`src/rtl/wb_pkg.sv`:
```
// Shared types and helpers for the write-back arbiter.
// x0/f0 are hard-wired zero, so they are never tracked or written.
package wb_pkg;
  localparam int NUM_REGS = 64;
  localparam int SRC_ALU  = 0;
  localparam int SRC_MEM  = 1;
  localparam int SRC_FPU  = 2;

  typedef struct packed {
    logic       en;
    logic [5:0] rd;
  } wb_port_t;

  function automatic logic is_zero_reg(input logic [5:0] rd);
    return rd[4:0] == 5'd0;
  endfunction
endpackage

```
`src/rtl/wb_arbiter_if.sv`:
```
// Producer, issue-stage and register-file signals of the write-back arbiter.
interface wb_arbiter_if
  import wb_pkg::*;
#(
  parameter int NSRC   = 3,
  parameter int DATA_W = 32,
  parameter int REG_AW = 6
);
  logic [NSRC-1:0]              src_valid;
  logic [NSRC-1:0]              src_ready;
  logic [NSRC-1:0][REG_AW-1:0]  src_rd;
  logic [NSRC-1:0][DATA_W-1:0]  src_data;
  logic                         iss_valid;
  logic [REG_AW-1:0]            iss_rd;
  logic                         iss_ready;
  logic [NUM_REGS-1:0]          busy;
  logic [REG_AW:0]              wb_rd;
  logic [DATA_W-1:0]            rddata;

  modport master (
    output src_valid, src_rd, src_data, iss_valid, iss_rd,
    input  src_ready, iss_ready, busy, wb_rd, rddata
  );

  modport slave (
    input  src_valid, src_rd, src_data, iss_valid, iss_rd,
    output src_ready, iss_ready, busy, wb_rd, rddata
  );
endinterface

```
`src/rtl/wb_arbiter_rr.sv`:
```
// Round-robin arbiter: grants the first requester after the last winner.
// Pointer resets to N-1 so index 0 has top priority out of reset.
module rr_arbiter #(
  parameter int N = 3
) (
  input  logic         clk,
  input  logic         rst,
  input  logic [N-1:0] req,
  input  logic         advance,
  output logic [N-1:0] gnt
);
  localparam int PW = (N > 1) ? $clog2(N) : 1;

  logic [PW-1:0] ptr;
  logic [PW-1:0] gidx;

  always_comb begin
    int   j;
    logic found;
    gnt   = '0;
    gidx  = ptr;
    found = 1'b0;
    j     = 0;
    for (int k = 1; k <= N; k++) begin
      j = (int'(ptr) + k) % N;
      if (!found && req[j]) begin
        found  = 1'b1;
        gnt[j] = 1'b1;
        gidx   = PW'(j);
      end
    end
  end

  always_ff @(posedge clk) begin
    if (rst)          ptr <= PW'(N - 1);
    else if (advance) ptr <= gidx;
  end
endmodule

```
`src/rtl/wb_arbiter.sv`:
```
// Write-back arbiter: picks one producer result per cycle, registers the
// register-file write, and tracks per-register outstanding writes.
module wb_arbiter
  import wb_pkg::*;
#(
  parameter int NSRC   = 3,
  parameter int DATA_W = 32,
  parameter int REG_AW = 6
) (
  input logic         clk,
  input logic         rst,
  wb_arbiter_if.slave bus
);
  localparam int STAGES = 1;

  logic [NSRC-1:0]     gnt;
  logic [NSRC-1:0]     hs_vec;
  logic                hs;
  logic [STAGES:1]     vld_q;
  logic [STAGES:0]     vld_pipe;
  logic [REG_AW-1:0]   g_rd;
  logic [DATA_W-1:0]   g_data;
  wb_port_t            wb_q;
  logic [DATA_W-1:0]   data_q;
  logic [NUM_REGS-1:0] busy_q;
  logic                claim_ok;

  rr_arbiter #(.N(NSRC)) u_rr (
    .clk     (clk),
    .rst     (rst),
    .req     (bus.src_valid),
    .advance (hs),
    .gnt     (gnt)
  );

  // No handshake while in reset: in-flight results are dropped, not accepted.
  assign hs_vec        = gnt & {NSRC{~rst}};
  assign hs            = |hs_vec;
  assign vld_pipe      = {vld_q, hs};
  assign bus.src_ready = hs_vec;

  always_comb begin
    g_rd   = '0;
    g_data = '0;
    for (int i = 0; i < NSRC; i++) begin
      if (hs_vec[i]) begin
        g_rd   = g_rd   | bus.src_rd[i];
        g_data = g_data | bus.src_data[i];
      end
    end
  end

  assign claim_ok      = bus.iss_valid & ~busy_q[bus.iss_rd] & ~rst;
  assign bus.iss_ready = claim_ok;
  assign bus.busy      = busy_q;
  assign bus.wb_rd     = {wb_q.en & vld_pipe[STAGES], wb_q.rd};
  assign bus.rddata    = data_q;

  always_ff @(posedge clk) begin
    if (rst) begin
      vld_q  <= '0;
      wb_q   <= '0;
      data_q <= '0;
      busy_q <= '0;
    end else begin
      vld_q  <= vld_pipe[STAGES-1:0];
      wb_q   <= '0;
      data_q <= '0;
      if (hs) begin
        wb_q.en <= !is_zero_reg(g_rd);
        wb_q.rd <= g_rd;
        data_q  <= g_data;
      end
      if (claim_ok && !is_zero_reg(bus.iss_rd)) busy_q[bus.iss_rd] <= 1'b1;
      // Clear wins; a same-register claim this cycle was already refused.
      if (hs) busy_q[g_rd] <= 1'b0;
    end
  end
endmodule

```
`src/flat_wrapper.sv`:
```
// flat-port wrapper written by rule: the top's interface ports become plain ports
module wb_arbiter_flat import wb_pkg::*;
#(
  parameter int NSRC   = 3,
  parameter int DATA_W = 32,
  parameter int REG_AW = 6
)
  (clk, rst, bus_src_valid, bus_src_rd, bus_src_data, bus_iss_valid, bus_iss_rd, bus_src_ready, bus_iss_ready, bus_busy, bus_wb_rd, bus_rddata);
  wb_arbiter_if #(.NSRC(NSRC), .DATA_W(DATA_W), .REG_AW(REG_AW)) bus_i ();
  input logic clk;
  input logic rst;
  input wire logic [$bits(bus_i.src_valid)-1:0] bus_src_valid;
  input wire logic [$bits(bus_i.src_rd)-1:0] bus_src_rd;
  input wire logic [$bits(bus_i.src_data)-1:0] bus_src_data;
  input wire logic [$bits(bus_i.iss_valid)-1:0] bus_iss_valid;
  input wire logic [$bits(bus_i.iss_rd)-1:0] bus_iss_rd;
  output wire logic [$bits(bus_i.src_ready)-1:0] bus_src_ready;
  output wire logic [$bits(bus_i.iss_ready)-1:0] bus_iss_ready;
  output wire logic [$bits(bus_i.busy)-1:0] bus_busy;
  output wire logic [$bits(bus_i.wb_rd)-1:0] bus_wb_rd;
  output wire logic [$bits(bus_i.rddata)-1:0] bus_rddata;
  assign bus_i.src_valid = bus_src_valid;
  assign bus_i.src_rd = bus_src_rd;
  assign bus_i.src_data = bus_src_data;
  assign bus_i.iss_valid = bus_iss_valid;
  assign bus_i.iss_rd = bus_iss_rd;
  assign bus_src_ready = bus_i.src_ready;
  assign bus_iss_ready = bus_i.iss_ready;
  assign bus_busy = bus_i.busy;
  assign bus_wb_rd = bus_i.wb_rd;
  assign bus_rddata = bus_i.rddata;
  wb_arbiter #(.NSRC(NSRC), .DATA_W(DATA_W), .REG_AW(REG_AW)) u_core (.clk(clk), .rst(rst), .bus(bus_i));
endmodule
```
`config.mk`:
```
export PLATFORM = sky130hd
export DESIGN_NAME = wb_arbiter_flat
export DESIGN_NICKNAME = d
export VERILOG_FILES = /design/src/rtl/wb_pkg.sv /design/src/rtl/wb_arbiter_if.sv /design/src/rtl/wb_arbiter_rr.sv /design/src/rtl/wb_arbiter.sv /design/src/flat_wrapper.sv
export SDC_FILE = /design/constraint.sdc
export NUM_CORES = 1
export LEC_CHECK = 0
export CELL_PAD_IN_SITES_DETAIL_PLACEMENT = 1
export CELL_PAD_IN_SITES_GLOBAL_PLACEMENT = 2
export CORE_ASPECT_RATIO = 2
export CORE_MARGIN = 10
export CORE_UTILIZATION = 21
export DETAILED_ROUTE_END_ITERATION = 8
export PLACE_DENSITY_LB_ADDON = 0.3
export SKIP_CTS_REPAIR_TIMING = 1
export SYNTH_ARGS = -nofsm -noshare
export SYNTH_HDL_FRONTEND = slang
export SYNTH_HIERARCHICAL = 1
export SYNTH_SLANG_ARGS = --single-unit
```
`constraint.sdc`:
```
create_clock -name clk -period 3.35 [get_ports clk]
set_input_delay 0.5025 -clock clk [delete_from_list [all_inputs] [get_ports clk]]
set_output_delay 0.5025 -clock clk [all_outputs]
set_load 0.005 [all_outputs]
```
==> results.cfg <==
[place]
place_congestion = 0.8956
dp_hpwl_microns = 24830
pre_cts_ws_ns = -0.3167
place_inst = 1288
portBuffers = 232

[sta]
max_freq_mhz = 317.2
tightest_slew_ns = 0.6964
finalWorstSetupSlack_ns = 0.1970
finalClockSkew_ns = 0.01393
finalCriticalPeriod_ns = 3.153
setup_viol = 0
post-route-period-util = 0.9412
hold_viol_final = 0
slew_viol_final = 0
slew-limit-headroom = 0.5321

[yosys]
yosysWarnings = 6
postSynth.asyncResetShare = 0
synth_cells = 646
synth_ff_type = dfxtp_1
synth.avg_cell_area_sq_um = 8.483
synth_cell_type_count = 69
syn_nets = 776
syn_area_sq_mm = 0.005480
synth.yosys.seq_area_share = 0.3872
synth_edf_count = 0
ys_ff_latch = 106

[min_path]
hold_path_class = flip-flop to flip-flop
worstHoldStart = u_core/bus.busy[63]$_SDFF_PP0_
min_path_cells = 2
hold_path_end = u_core/bus.busy[63]$_SDFF_PP0_

[pwr]
clkPwrFrac = 0.213
swShare = 0.3750
seqPwrFrac = 0.269
fin_total_pwr_mw = 5.660
power_density_mw_per_mm2 = 601.2
ir_worst_vdd_mv = 0.2913
power.net_switching_mw = 2.123
comb_power_share = 0.518
p_leak_nw = 3.563
internal_power_mw = 3.537

[final_layout]
layout_common_cells = clkdlybuf4s50_1 (225), buf_4 (121), nand2_1 (108)
final_cells = 1307
num_antenna_cells = 0
layout-drive-gt1-share = 0.1975
fin_nets = 1093
syn_to_final_growth_pct = 71.78
final_common_cell = clkdlybuf4s50_1
regArea_sq_mm = 0.002126
nFillCells = 3052
multi_input_area_sq_mm = 0.003147

[worst_setup_path]
cp_max_fo = 6
critPathTopFamily = compound AO/OA/AOI/OAI gates
crit_path_max_incr_delay_ns = 0.60
crit_path_cell_trace = clkdlybuf4s50_1, mux2i_2, mux2i_2, a21oi_1, a22o_1, a222oi_1, or3b_4, nor2_4, a21oi_1, and2_0, a32o_1
cp.arrival_ns = 3.42
crit_required_ns = 3.61
slowest_stage = clkdlybuf4s50_1
rr_worst_depth = 12
reg2reg_to = u_core/bus.busy[48]$_SDFF_PP0_
path_buf_inv = 1
startpoint_type = primary input
end_kind = flip-flop
r2r_slack_ns = 0.20
r2r-start = u_core/u_rr/ptr[1]$_SDFFE_PP1P_
critPathKind = primary input to flip-flop

[cts]
htreeDepth = 3
cts_root_buf = clkbuf_16
clk_latency_ns = 0.38
cts.clk_slew.worst_paths_ns = 0.07
cts_inserted_buffers = 9
cts_tree = yes
numClockSinks = 106
cts.path.max_buffers = 2

[route]
totalWireLength_microns = 30140
drt_iter0_drc = 280
vias = 6460
dr.pass1.iters = 4
antenna_left = 0
wire_per_inst_microns = 23.06
via_per_inst = 4.943
drc_errors = 0

[die]
die_h_microns = 248.5
ios = 233
start_util = 0.2128
coreArea_sq_mm = 0.02575
die_x_microns = 134.2
fp.dieArea_sq_mm = 0.03335
rows = 83

[grt]
antenna_found_initial = 1
grt_max_degree = 62
grt.total_usage = 0.1756
overflow = 0
grt_pass1_vias = 6977
grt_pass1_wl_microns = 44150

[run]
cap_violations = 0

[run_status]
status = complete, no violations
## registers in the layout, summed over array words and instances, names as in the netlist
| name | cells |
|---|---|
| u_core/bus.busy | 64 |
| u_core/bus.rddata | 32 |
| u_core/bus.wb_rd | 6 |
| u_core/u_rr/ptr | 2 |
| u_core/vld_q | 1 |
| u_core/wb_q | 1 |
## metal layers
metal | vias to the layer above | global-route usage | share of wire
met5 | - | 0 | 0
li1 | 3057 | - | -
met3 | 53 | 0.05771 | 0.078
met4 | 0 | 0.09037 | 0.047
met2 | 274 | 0.3360 | 0.55
met1 | 3076 | 0.1558 | 0.32
## how the worst max path moves through the flow
stage / depth (start not counted) / start / end
2_1_floorplan: 15 / u_core/u_rr/ptr[0]$_SDFFE_PP0P_ / u_core/bus.busy[46]$_SDFF_PP0_
3_3_place_gp: 10 / bus_src_valid[0] / u_core/bus.busy[20]$_SDFF_PP0_
3_5_place_dp: 10 / bus_src_valid[0] / u_core/bus.busy[6]$_SDFF_PP0_
4_1_cts: 9 / bus_iss_rd[0] / bus_iss_ready
5_1_grt: 14 / u_core/u_rr/ptr[1]$_SDFFE_PP1P_ / u_core/bus.busy[50]$_SDFF_PP0_
6_report: 11 / bus_src_valid[0] / u_core/bus.busy[48]$_SDFF_PP0_
## synth_stat cells, types with 4 or more instances
cell,count,area [sq um]
a21oi_1,6,30.03
and3_1,9,56.30
buf_4,9,67.56
a222oi_1,6,60.06
buf_6,4,45.04
inv_1,15,56.30
a41oi_1,6,52.55
nand2b_1,13,81.33
buf_2,9,45.04
o31ai_1,7,52.55
mux4_2,4,90.09
and2_1,8,50.05
a31oi_1,36,225.2
a22oi_1,34,255.2
nand3_1,21,105.1
nor3_1,15,75.07
nor2b_1,13,81.33
o211ai_1,9,67.56
o21ai_0,4,20.02
dfxtp_1,106,2122
a211oi_1,37,277.8
clkbuf_1,29,108.9
o21ai_1,17,85.08
a32o_1,4,40.04
ha_1,4,50.05
nand2_1,109,409.1
mux2i_1,15,150.1
nor2_1,32,120.1
## stage by stage
stage,utilization,setup TNS [ns],hold WS [ns],area (sq um)
2_1_floorplan,-,-0.008598,0.4463,5489
3_3_place_gp,0.3470,-5.088,0.4887,8937
3_5_place_dp,0.3470,-9.582,0.4814,8937
4_1_cts,0.3594,-0.9311,0.4962,9255
5_1_grt,0.3655,-0.03358,0.5264,9414
6_report,0.3655,0,0.4993,9414
## worst min-delay path, stage by stage (launching register included)
cell and delay [ns]:
dfxtp_1 0.33, nand3_1 0.08, o21ai_1 0.06
## power groups by stage
stage                     Clock [mW]  Sequential (mW)  Combinational, mW
after floorplan                    0             1.56               1.21
after global placement             0             1.55               2.80
after detailed placement           0             1.55               2.81
after CTS                       1.25             1.53               2.82
after global routing            1.29             1.55               3.18
final                           1.21             1.52               2.93
## kinds of logic (layout without fill, tap and decap cells)
group | after synthesis | after routing | synth area share
muxes | 22 | 22 | 0.05000
and+or+nand+nor | 248 | 248 | 0.2267
AOI/OAI and AO/OA | 197 | 197 | 0.2660
buffers and inverters | 69 | 390 | 0.06096
adders and majority gates | 4 | 4 | 0.009133
DFF | 106 | 106 | 0.3872
## area by class of cell
class | count | share of cell area
Timing Repair Buffer | 358 | 0.3539
Inverter | 17 | 0.007044
Multi-Input combinational cell | 471 | 0.3343
Clock buffer | 9 | 0.02392
Sequential cell | 106 | 0.2258
Tap cell | 340 | 0.04519
Clock inverter | 6 | 0.009835
No activity file was read; power rests on OpenSTA's default activity.
